### src/rtl/seq_pkg.sv
// Shared definitions for the serial pattern generator and its detector bench.
package seq_pkg;

    // Generator FSM state encoding
    localparam logic [1:0] ST_IDLE  = 2'd0;
    localparam logic [1:0] ST_SHIFT = 2'd1;
    localparam logic [1:0] ST_GAP   = 2'd2;

    // Default pattern, matched by the Moore_seq detector
    localparam logic [3:0] SEQ_PATTERN = 4'b1101;

endpackage

### src/rtl/seq_pattern_gen.sv
// Serial pattern transmitter: latches a WIDTH-bit pattern on start and shifts it
// out MSB first, repeating it a programmable number of times with an optional
// idle gap between repetitions. All outputs are registered.
//
// Handshake: start is a request sampled on every rising clk edge and accepted
// only when busy=0 (busy acts as not-ready); a request seen while busy=1 is
// dropped, not queued. pattern and repeats are captured only on acceptance.
module seq_pattern_gen
    import seq_pkg::*;
#(
    parameter int WIDTH = 4,
    parameter int CNT_W = 4,
    parameter int GAP   = 0
) (
    input  logic                       clk,
    input  logic                       reset_n,
    input  logic                       start,
    input  logic [WIDTH-1:0]           pattern,
    input  logic [CNT_W-1:0]           repeats,
    output logic                       data_out,
    output logic                       data_valid,
    output logic                       busy,
    output logic                       done,
    output logic [$clog2(WIDTH)-1:0]   bit_idx,
    output logic [1:0]                 state_dbg
);

    localparam int IDX_W = $clog2(WIDTH);
    localparam int GAP_W = (GAP > 1) ? $clog2(GAP) : 1;

    localparam logic [IDX_W-1:0] IDX_MSB  = IDX_W'(WIDTH - 1);
    localparam logic [CNT_W-1:0] ONE_REP  = CNT_W'(1);
    localparam logic [GAP_W-1:0] GAP_INIT = GAP_W'((GAP > 0) ? (GAP - 1) : 0);

    logic [1:0]       state;
    logic [WIDTH-1:0] pattern_reg;
    logic [CNT_W-1:0] rep_cnt;
    logic [GAP_W-1:0] gap_cnt;
    logic [IDX_W-1:0] idx_dec;

    assign idx_dec   = bit_idx - 1'b1;
    assign state_dbg = state;

    // Main FSM: frame acceptance, bit shifting, repetition and gap counting
    always_ff @(posedge clk or negedge reset_n) begin
        if (!reset_n) begin
            state       <= ST_IDLE;
            pattern_reg <= '0;
            rep_cnt     <= '0;
            gap_cnt     <= '0;
            bit_idx     <= '0;
            data_out    <= 1'b0;
            data_valid  <= 1'b0;
            busy        <= 1'b0;
            done        <= 1'b0;
        end else begin
            done <= 1'b0;
            case (state)
                ST_IDLE: begin
                    if (start) begin
                        pattern_reg <= pattern;
                        rep_cnt     <= (repeats == '0) ? ONE_REP : repeats;
                        bit_idx     <= IDX_MSB;
                        data_out    <= pattern[WIDTH-1];
                        data_valid  <= 1'b1;
                        busy        <= 1'b1;
                        state       <= ST_SHIFT;
                    end
                end
                ST_SHIFT: begin
                    if (bit_idx != '0) begin
                        bit_idx  <= idx_dec;
                        data_out <= pattern_reg[idx_dec];
                    end else if (rep_cnt > ONE_REP) begin
                        rep_cnt <= rep_cnt - 1'b1;
                        if (GAP == 0) begin
                            // Back-to-back: next repetition starts with no bubble
                            bit_idx  <= IDX_MSB;
                            data_out <= pattern_reg[WIDTH-1];
                        end else begin
                            data_valid <= 1'b0;
                            data_out   <= 1'b0;
                            gap_cnt    <= GAP_INIT;
                            state      <= ST_GAP;
                        end
                    end else begin
                        data_valid <= 1'b0;
                        data_out   <= 1'b0;
                        busy       <= 1'b0;
                        done       <= 1'b1;
                        bit_idx    <= '0;
                        state      <= ST_IDLE;
                    end
                end
                ST_GAP: begin
                    if (gap_cnt == '0) begin
                        bit_idx    <= IDX_MSB;
                        data_out   <= pattern_reg[WIDTH-1];
                        data_valid <= 1'b1;
                        state      <= ST_SHIFT;
                    end else begin
                        gap_cnt <= gap_cnt - 1'b1;
                    end
                end
                default: state <= ST_IDLE;
            endcase
        end
    end

endmodule

### config.mk
export PLATFORM = sky130hd
export DESIGN_NAME = seq_pattern_gen
export DESIGN_NICKNAME = d
export VERILOG_FILES = /design/src/rtl/seq_pkg.sv /design/src/rtl/seq_pattern_gen.sv
export SDC_FILE = /design/constraint.sdc
export NUM_CORES = 1
export LEC_CHECK = 0
export ABC_AREA = 1
export CAP_MARGIN = 20
export CELL_PAD_IN_SITES_DETAIL_PLACEMENT = 1
export CELL_PAD_IN_SITES_GLOBAL_PLACEMENT = 1
export CORE_ASPECT_RATIO = 0.9
export CORE_MARGIN = 3
export CORE_UTILIZATION = 31
export CTS_CLUSTER_DIAMETER = 60
export DETAILED_ROUTE_END_ITERATION = 10
export PLACE_DENSITY = 0.8
export RECOVER_POWER = 50
export SKIP_LAST_GASP = 1
export SYNTH_ARGS = -nofsm -noshare
export SYNTH_HDL_FRONTEND = slang
export SYNTH_SLANG_ARGS = --single-unit
### constraint.sdc
create_clock -name clk -period 1.2 [get_ports clk]
set_input_delay 0.24 -clock clk [delete_from_list [all_inputs] [get_ports clk]]
set_output_delay 0.24 -clock clk [all_outputs]
set_load 0.01 [all_outputs]
# [After elaboration in Yosys (flattened, before gate mapping)]
# Index checks and enable logic that the tools add are counted.
[word_totals] reg_bits=17 input_bits=11 output_inout_bits=8
[classes] addsub=3 n_lt_le_gt_ge=2 n_eq_ne=7 muxes=32 n_reduce_logical=11
[ops] operator="$mux 2" count=8
[ops] operator="$mux 4" count=4
[ops] operator="$mux 1" count=13
[ops] operator="$pmux 2 s3" count=2
[ops] operator="$reduce_and 4->1" count=3
[ops] operator="$ne 2x2->1 const B" count=5
[ops] operator="$pmux 4 s2" count=1
[ops] operator="$pmux 1 s3" count=2
[ops] operator="$reduce_and 5->1" count=1
[ops] operator="$gt 4x1->1 const B" count=1
[ops] operator="$logic_not 4->1" count=1
[ops] operator="$reduce_bool 2->1" count=2
[ops] operator="$sub 4x1->4 const B" count=1
[ops] operator="$lt 2x3->1 const B" count=1
[ops] operator="$reduce_and 3->1" count=1
[ops] operator="$reduce_bool 3->1" count=1
[ops] operator="$bmux 1 s2" count=1
[ops] operator="$eq 2x1->1 const B" count=1
[ops] operator="$eq 2x2->1 const B" count=1
[ops] operator="$logic_not 2->1" count=1
[ops] operator="$pmux 1 s2" count=1
[ops] operator="$reduce_and 2->1" count=1
[ops] operator="$sub 2x1->2 const B" count=1
[ops] operator="$sub 1x1->1 const B" count=1

# [Longest topological paths before layout]
# Gate-level depths: netlist of run 1.
[depth] ltp_word=5 ltp_mapped=8 ltp_nobuf=8

# [Worst setup path before layout of run 1]
# OpenSTA, ideal clock, no wires.
[synth_timing] path_type="register to register" start="register bit_idx[0]" end="register bit_idx[0]" setup_time_ns=0.136 arrival_ns=1.231 slack_ns=-0.167 path_stages_with_launch=7 path_buffers=0 period_less_slack_ns=1.367 cell_sequence="dfrtp_1 -> inv_1 -> ha_1 -> nand2_2 -> clkinv_2 -> a21oi_4 -> o211ai_1"
[synth_between] elab_chain_cells=3
[synth_lines] element="start: declaration" line="seq_pattern_gen.sv:24" source="output logic [$clog2(WIDTH)-1:0] bit_idx,"
[synth_lines] element="start signal: assignment" line="seq_pattern_gen.sv:72" source="bit_idx <= idx_dec;"
[synth_lines] element="$sub 2x1->2 / $reduce_bool 2->1 (equally long branches)" line="seq_pattern_gen.sv:41, seq_pattern_gen.sv:71"
[synth_lines] element="$mux 2 *" line="seq_pattern_gen.sv:71" source="if (bit_idx != '0) begin"
[synth_lines] element="$pmux 2 s3 *" line="seq_pattern_gen.sv:58" source="case (state)"
# Every way passes the cells marked *; elsewhere a longest branch is shown, timed or not.
# A chain may end at the register's enable or synchronous reset.

# [Worst setup path in the final report of run 1]
[layout_timing] start="register bit_idx[0]" end="register bit_idx[1]"
# Same word-level chain as after synthesis.

==> results of run 1 <==
==> metrics by stage <==
step / instance area, µm² / TNS (ns) / std cells / utilization, % / hold slack [ns]
after detailed placement: 1101 / -1.576 / 158 / 48.25 / 0.4649
final: 1310 / -1.658 / 178 / 57.40 / 0.4912
after floorplan: 814.5 / 0 / 103 / - / -0.05559
after global placement: 1101 / -0.9224 / 158 / 48.25 / 0.4749
after global routing: 1310 / -2.171 / 178 / 57.40 / 0.4913
after CTS: 1221 / -0.8258 / 172 / 53.51 / 0.2623
==> layer usage <==
layer	track usage (%)	vias up	share of wire, %
li1	-	411	-
met1	20.98	426	42
met2	36.21	22	53
met3	4.796	4	4.4
met4	3.019	0	0.76
met5	0	-	0
==> worst max-delay path by stage <==
| stage | from | endpoint | slack (ns) | depth (start not counted) |
|---|---|---|---|---|
| after floorplan | rep_cnt[0] | bit_idx[1] | 0.008 | 5 |
| after global placement | start | data_out | -0.11 | 7 |
| after detailed placement | start | data_out | -0.17 | 7 |
| after CTS | bit_idx[0] | bit_idx[0] | -0.17 | 2 |
| after global routing | bit_idx[0] | bit_idx[1] | -0.28 | 7 |
| final | bit_idx[0] | bit_idx[1] | -0.23 | 7 |
==> Yosys cell counts <==
| cell type | count |
|---|---|
| o21ai_0 | 6 |
| nand2_1 | 33 |
| o21ai_2 | 2 |
| nand3_1 | 6 |
| o21ai_1 | 2 |
| buf_4 | 3 |
| ha_1 | 4 |
| inv_2 | 2 |
| inv_4 | 1 |
| a21oi_4 | 1 |
| nand2_4 | 1 |
| a21oi_1 | 1 |
| conb_1 | 1 |
| nor2_4 | 1 |
| inv_1 | 12 |
| dfrtp_1 | 13 |
| nor2_1 | 9 |
| o211ai_1 | 2 |
| clkinv_2 | 1 |
| nand2_2 | 2 |
==> logic make-up after synthesis <==
| kind of cell | synth area share (%) |
|---|---|
| simple gates | 28.48 |
| buf+inv | 11.04 |
| compound gates | 12.00 |
| flops | 41.60 |
| fa+ha+maj | 6.400 |
| other cells | 0.4795 |
==> layout make-up <==
cell class | instances | area (µm²) | share of cell area (%)
well taps | 27 | 33.78 | 2.579
clock buffers | 4 | 26.28 | 2.006
repair buffers | 47 | 397.9 | 30.37
multi-input cells | 71 | 451.7 | 34.48
flip-flops and latches | 13 | 327.8 | 25.02
inverters | 16 | 72.57 | 5.540
==> power by group through the flow <==
stage          Clock, mW  Combinational [mW]  Sequential [mW]
2_1_floorplan          0                1.15            0.862
3_3_place_gp           0                1.94            0.812
3_5_place_dp           0                2.07            0.831
4_1_cts            0.289                2.44            0.796
5_1_grt            0.308                3.13            0.860
6_report           0.291                2.93            0.836
==> worst min-delay path: stages <==
cell             delay (ns)
clkdlybuf4s50_1        0.40
nand2_1                0.06
nand2_1                0.05
==> timing repair <==
| item | CTS | global route |
|---|---|---|
| buffers inserted | 11 | 6 |
| gates cloned | 0 | 0 |
| gates resized for setup | 32 | 17 |
| endpoints found under the setup margin | 16 | 16 |
| pin swaps | 9 | 12 |
==> impl_metrics.ini, run 1 <==
[drt]
via_count = 863
drc = 0
wire_per_inst_um = 17.68
vias_per_cell = 4.848
drtIter0Drc = 12
firstDrtPassIters = 4
ant_nets = 0
wl_um = 3147

[yosys]
synth.yosys.seq_area_share_pct = 41.60
syn_area_um2 = 782.0
yosys-top-cells-area = dfrtp_1 (42%), nand2_1 (16%), ha_1 (6.4%)
synth_top_cell_by_area = dfrtp_1
ys.warnings.count = 0
postSynthCellCount = 103
ys_seq_elements = 13
avgSynthCellArea_um2 = 7.592
ys_types = 20
synth.top_cell.area_share_pct = 41.60
synth_fp_nets = 118

[critical_path]
crit_path_cell_trace = buf_6, inv_4, ha_4, nand2_4, clkinv_4, a21oi_4, o211ai_1
reg2regPathDepth = 7
startpoint_type = flip-flop
critPathSlowestCell = dfrtp_2
path_delay_family = compound AO/OA/AOI/OAI gates
arrival_ns = 1.59
r2r_start = bit_idx[0]
critPathCaptureType = flip-flop
r2r_end = bit_idx[1]
worst-setup-path-type = flip-flop to flip-flop
cpPeakStageDelay_ns = 0.40
r2r_slack_ns = -0.23
critPathMaxFanout = 6
critPathRequiredTime_ns = 1.35
crit_buf_inv = 3

[floorplan]
die_y_um = 53.65
die_area_mm2 = 0.003162
fp.dieW_um = 58.94
start_util_pct = 34.27
row_count = 16
num_io_pins = 19
core_region_area_mm2 = 0.002282

[placement]
post-place-ws_ns = -0.1726
portBuffers = 17
gp_congestion = 0.8081
place_hpwl_um = 1849

[pwr]
clkPwrFrac_pct = 7.2
sw_frac_of_total_pct = 46.06
power_frac_seq_pct = 20.6
vdd_ir_drop_max_uv = 1443
power.switching_mw = 1.868
power.leakage_nw = 0.6483
combPwrFrac_pct = 72.2
power.density_mw_per_mm2 = 3096
total_power_mw = 4.055
intPower_mw = 2.187

[clock_network]
cts.sinks = 13
ctsRootBufferMaster = clkbuf_4
cts_hold_buf = 0
cts_buffer_depth = 2
numCtsBuffers = 3
cts_tree = done
clock_latency_ns = 0.29
h-tree-depth = 1
clkTransAtPathRegs_ns = 0.09

[run_status]
violations = negative setup slack
outcome = complete, but fails checks

[sta]
hold_viol_final = 0
finalCritPeriodShare_pct = 119.4
rsz0062_at_grt = true
min_period_ns = 1.432
fin_ws_ns = -0.2325
drv_slew = 0
fmax_mhz = 698.1
fin_skew_ns = 0.004189
tightest_slew_ns = 0.7596
finalSetupViolCount = 14
slew_headroom_pct = 49.36

[global_route]
grt_pass1_wl_um = 4257
grt_max_degree = 14
grt_pass1_vias = 888
track_usage_pct = 18.75
grt-ovfl-total = 0
antenna_found_initial = 0

[finish]
fin_nets = 167
syn2layout_area_growth_pct = 67.52
drive_above_1_share_pct = 44.37
antenna_cells = 0
n_fill_cell = 285
layout_common_cells = nand2_1 (27), buf_4 (23), dfrtp_1 (11)
mostFrequentLayoutCell = nand2_1

[min_path]
hold_path_class = primary input to flip-flop
holdPathStages = 3
hold_start = pattern[0]
hold_end = pattern_reg[0]

[run]
maxCapViolCount = 0
Power figures use the tool's default switching activity.
==> run 2, diff against run 1 <==
Settings changed: CORE_ASPECT_RATIO 0.9 to 0.8.
==> run 2 against run 1 <==
Against the previous run: highest routed layer unchanged; sequential power is essentially flat; sequential cell count is the same; non-clock buffer count shrank 7; the flow still finishes with violations (negative setup slack); first-iteration DRC count grew 100%; clock power shrank 7.2%; combinational power shrank 13%; register-to-register slack gained 0.16 ns; worst hold slack gained 0.0025 ns; via count shrank 7.0%; largest cell class unchanged; routed wire length shrank 24%; cell count is the same; maximum frequency grew 12%.
==> impl_metrics.ini, run 2 (same netlist as run 1, synthesis figures left out) <==
[global_route]
track_usage_pct = 17.11
use_met2_pct = 31.43
grt_max_degree = 14
antenna_found_initial = 0
grt_pass1_vias = 860
use_met3_pct = 6.593
grt_pass1_wl_um = 4126
grt_busiest_layer = met2
grt-ovfl-total = 0
grtUsageMet1_pct = 19.38

[drt]
vias_per_cell = 4.511
firstDrtPassIters = 4
drc = 0
wire_per_inst_um = 13.39
wl_um = 2384
ant_nets = 0
via_count = 803
drtIter0Drc = 24

[placement]
gp_congestion = 0.7576
place_hpwl_um = 1753
dpl_cell_area_mm2 = 0.001110
portBuffers = 17

[sta]
slew_headroom_pct = 51.49
finalSetupViolCount = 8
drv_slew = 0
rsz0062_at_grt = true
fin_skew_ns = 0.003684
finalCritPeriodShare_pct = 106.3
hold_viol_final = 0
min_period_ns = 1.275
fin_ws_ns = -0.07506
fmax_mhz = 784.3
tightest_slew_ns = 0.7276

[pwr]
vdd_ir_drop_max_uv = 1038
power.density_mw_per_mm2 = 2870
total_power_mw = 3.666
power.switching_mw = 1.624
power_frac_seq_pct = 22.8
power.leakage_nw = 0.6171
clkPwrFrac_pct = 7.4
sw_frac_of_total_pct = 44.30
combPwrFrac_pct = 69.9
intPower_mw = 2.042

[run_status]
violations = negative setup slack
outcome = complete, but fails checks

[critical_path]
path_delay_family = compound AO/OA/AOI/OAI gates
crit_path_cell_trace = inv_2, ha_4, o21ai_4, a21oi_4, o211ai_1
r2r_slack_ns = -0.08
r2r_end = bit_idx[0]
cp.depth = 5
critPathCaptureType = flip-flop
critPathMaxFanout = 6
reg2regPathDepth = 5
cpPeakStageDelay_ns = 0.39
critPathSlowestCell = dfrtp_1
worst-setup-path-type = flip-flop to flip-flop
startpoint_type = flip-flop
critPathRequiredTime_ns = 1.35
crit_buf_inv = 1
r2r_start = rep_cnt[1]
arrival_ns = 1.42

[min_path]
hold_path_class = primary input to flip-flop
hold_start = pattern[0]
hold_end = pattern_reg[0]
holdPathStages = 3

[finish]
n_fill_cell = 287
antenna_cells = 0
syn2layout_area_growth_pct = 63.36
fin_nets = 160
layout_common_cells = nand2_1 (29), buf_4 (15), dfrtp_1 (11)
drive_above_1_share_pct = 43.06
stdcell_area_mm2 = 0.001277
mostFrequentLayoutCell = nand2_1

[floorplan]
num_io_pins = 19
die_area_mm2 = 0.003165
start_util_pct = 34.44
row_count = 15
core_region_area_mm2 = 0.002271
fp.dieW_um = 62.16
die_y_um = 50.92

[clock_network]
cts.sinks = 13
cts_buffer_depth = 2
clock_latency_ns = 0.28
h-tree-depth = 1
numCtsBuffers = 3
ctsRootBufferMaster = clkbuf_4
cts_tree = done
clkTransAtPathRegs_ns = 0.08

[run]
maxCapViolCount = 0
[run 2: cell types whose count changed in the layout (fill, tap and decap cells not counted), moves of 2 or more]
cell      previous run  this run
buf_4               23        15
buf_2                3         0
clkbuf_2             0         3
nor2_1               9         6
inv_2                5         7
inv_4                3         1
nand2_1             27        29
nand2_2              7         5
nor2_2               0         2
[run 2: through the flow]
step / utilization (%) / std cells / TNS [ns] / hold slack (ns) / setup WS, ns
finish: 56.25 / 178 / -0.3286 / 0.4937 / -0.07506
global route: 56.25 / 178 / -1.448 / 0.4855 / -0.1571
CTS: 54.49 / 176 / -0.5546 / 0.2747 / -0.08121
detailed placement: 48.87 / 165 / -1.782 / 0.4809 / -0.1849
global placement: 48.87 / 165 / -0.9813 / 0.4676 / -0.1116
floorplan: - / 103 / 0 / -0.05559 / 0.008270
[run 2: power by group through the flow]
stage	sequential, mW	combinational [mW]	clock [mW]
5_1_grt	0.862	2.86	0.309
6_report	0.835	2.56	0.270
4_1_cts	0.820	2.38	0.284
3_5_place_dp	0.825	2.05	0
3_3_place_gp	0.807	1.93	0
2_1_floorplan	0.862	1.15	0
[run 2: final cells by class]
type                       instances  area [µm²]  share of cell area, %
clock buffer                       4       26.28                  2.057
tap                               34       42.54                  3.330
sequential                        13       327.8                  25.66
multi-input combinational         71       464.2                  36.34
inverter                          16       67.56                  5.289
timing repair buffer              40       349.1                  27.33
[run 2: how the worst max path moves through the flow]
stage	start	endpoint	slack, ns
after CTS	busy	bit_idx[0]	-0.08
final	rep_cnt[1]	bit_idx[0]	-0.08
after floorplan	rep_cnt[0]	bit_idx[1]	0.008
after detailed placement	start	data_out	-0.18
after global routing	rep_cnt[1]	bit_idx[1]	-0.16
after global placement	start	data_out	-0.11
[run 2: metal layers]
metal | part of all wire [%] | vias to the layer above | wire length, µm
met4 | 0.59 | 0 | 14
li1 | - | 400 | -
met1 | 42 | 378 | 998
met2 | 52 | 23 | 1235
met5 | 0 | - | 0
met3 | 5.7 | 2 | 135
[run 2: timing repair]
item	4_1_cts	5_1_grt
buffers inserted	7	2
hold buffers	0	0
endpoints found under the setup margin	15	19
pin swaps	10	10
gates resized for setup	31	17
[run 2: worst min-delay path, stage by stage]
cell             delay (ns)
clkdlybuf4s50_1        0.39
nand2_1                0.06
nand2_1                0.04
==> run 3, diff against run 2 <==
Settings changed: CTS_CLUSTER_DIAMETER 60 to default, GPL_TIMING_DRIVEN from default to 0.
==> run 3 against run 2 <==
Against the previous run: the flow still finishes with violations (negative setup slack); non-clock buffer count is 2 lower; die area stayed put; maximum frequency is 5.6% lower; critical endpoint is now rep_cnt[1]; largest power group unchanged.
==> impl_metrics.ini, run 3 (same netlist as run 1, synthesis figures left out) <==
[drt]
wl_um = 2631
drtIter0Drc = 7
firstDrtPassIters = 4
drc = 0
wire_per_inst_um = 14.95
via_count = 803
vias_per_cell = 4.563
ant_nets = 0

[pwr]
power.switching_mw = 1.668
combPwrFrac_pct = 68.4
power.leakage_nw = 0.6124
clkPwrFrac_pct = 7.7
total_power_mw = 3.690
vdd_ir_drop_max_uv = 984.0
intPower_mw = 2.022
power_frac_seq_pct = 23.9
power.density_mw_per_mm2 = 2894
sw_frac_of_total_pct = 45.19

[critical_path]
r2r_end = rep_cnt[1]
r2r_start = rep_cnt[0]
arrival_ns = 1.56
reg2regPathDepth = 7
startpoint_type = flip-flop
critPathCaptureType = flip-flop
r2r_slack_ns = -0.15
critPathRequiredTime_ns = 1.41
worst-setup-path-type = flip-flop to flip-flop
critPathMaxFanout = 4

[sta]
hold_viol_final = 0
fin_skew_ns = 0.009503
slew_headroom_pct = 58.51
finalSetupViolCount = 11
setup_tns_ns = -0.7900
drv_slew = 0
holdWs_ns = 0.3972
tightest_slew_ns = 0.6204
fin_ws_ns = -0.1506
rsz0062_at_grt = true
min_period_ns = 1.351
finalCritPeriodShare_pct = 112.6
fmax_mhz = 740.4

[placement]
post-place-ws_ns = -0.3345
place_hpwl_um = 1628
gp_congestion = 0.7850
dp.cells = 154
portBuffers = 17
dpl_cell_area_mm2 = 0.001027

[floorplan]
die_area_mm2 = 0.003165
die_y_um = 50.92
num_io_pins = 19
core_region_area_mm2 = 0.002271
row_count = 15
fp.dieW_um = 62.16
start_util_pct = 34.44

[run]
maxCapViolCount = 0

[finish]
multi_input_area_um2 = 455.4
antenna_cells = 0
stdcell_area_mm2 = 0.001275
seqCellArea_um2 = 329.1
utilization_pct = 56.14
layout_common_cells = nand2_1 (28), buf_4 (13), buf_6 (11)
fin_nets = 158
mostFrequentLayoutCell = nand2_1
syn2layout_area_growth_pct = 63.04
n_fill_cell = 272
drive_above_1_share_pct = 43.66
final_cells = 176

[global_route]
grt-ovfl-total = 0
antenna_found_initial = 0
track_usage_pct = 18.82
grt_max_degree = 14
grt_pass1_vias = 854
grt_pass1_wl_um = 4347

[clock_network]
clkTransAtPathRegs_ns = 0.09
cts_tree = done
ctsRootBufferMaster = clkbuf_4
cts.sinks = 13
h-tree-depth = 1
cts_buffer_depth = 2
clock_latency_ns = 0.29
numCtsBuffers = 3

[run_status]
outcome = complete, but fails checks
violations = negative setup slack

[min_path]
hold_path_class = primary input to asynchronous set/reset pin
[run 3: what timing repair did]
action,CTS,global route
setup endpoints to repair,15,20
pin swaps,14,10
gates resized for setup,32,24
gates cloned,0,0
hold buffers,0,0
buffers inserted,16,4
[run 3: routing by layer]
layer | vias up | wire (µm) | global-route usage, %
met5 | - | 0 | 0
met4 | 0 | 93 | 10.29
met3 | 12 | 122 | 6.374
met2 | 26 | 1386 | 35.00
met1 | 372 | 1028 | 18.78
li1 | 393 | - | -
[run 3: final cells by class]
class                           instances  area share (%)
Inverter                               16           5.496
Timing Repair Buffer                   36           26.10
Multi-Input combinational cell         71           35.72
Clock buffer                            4           2.061
Sequential cell                        13           25.81
Tap cell                               34           3.337
Buffer                                  2           1.472
[run 3: power by group through the flow]
| stage | clock (mW) | sequential [mW] | combinational (mW) |
|---|---|---|---|
| finish | 0.285 | 0.882 | 2.52 |
| global route | 0.324 | 0.916 | 2.79 |
| CTS | 0.285 | 0.841 | 2.25 |
| detailed placement | 0 | 0.884 | 1.70 |
| global placement | 0 | 0.866 | 1.60 |
| floorplan | 0 | 0.862 | 1.15 |
[run 3: worst max-delay path by stage]
| stage | startpoint | end | slack [ns] | cells past startpoint |
|---|---|---|---|---|
| finish | rep_cnt[0] | rep_cnt[1] | -0.15 | 7 |
| global route | rep_cnt[0] | rep_cnt[1] | -0.20 | 7 |
| CTS | busy | data_valid | -0.17 | 2 |
| floorplan | rep_cnt[0] | bit_idx[1] | 0.008 | 5 |
| global placement | busy | state_dbg[0] | -0.30 | 2 |
| detailed placement | busy | data_valid | -0.33 | 2 |
[run 3: worst max-delay path, stage by stage, from the launching register on]
cell	delay (ns)
dfrtp_2	0.44
inv_2	0.08
ha_4	0.17
o21ai_4	0.22
nand2_2	0.12
nand2_4	0.12
nand2_2	0.06
o21ai_2	0.06
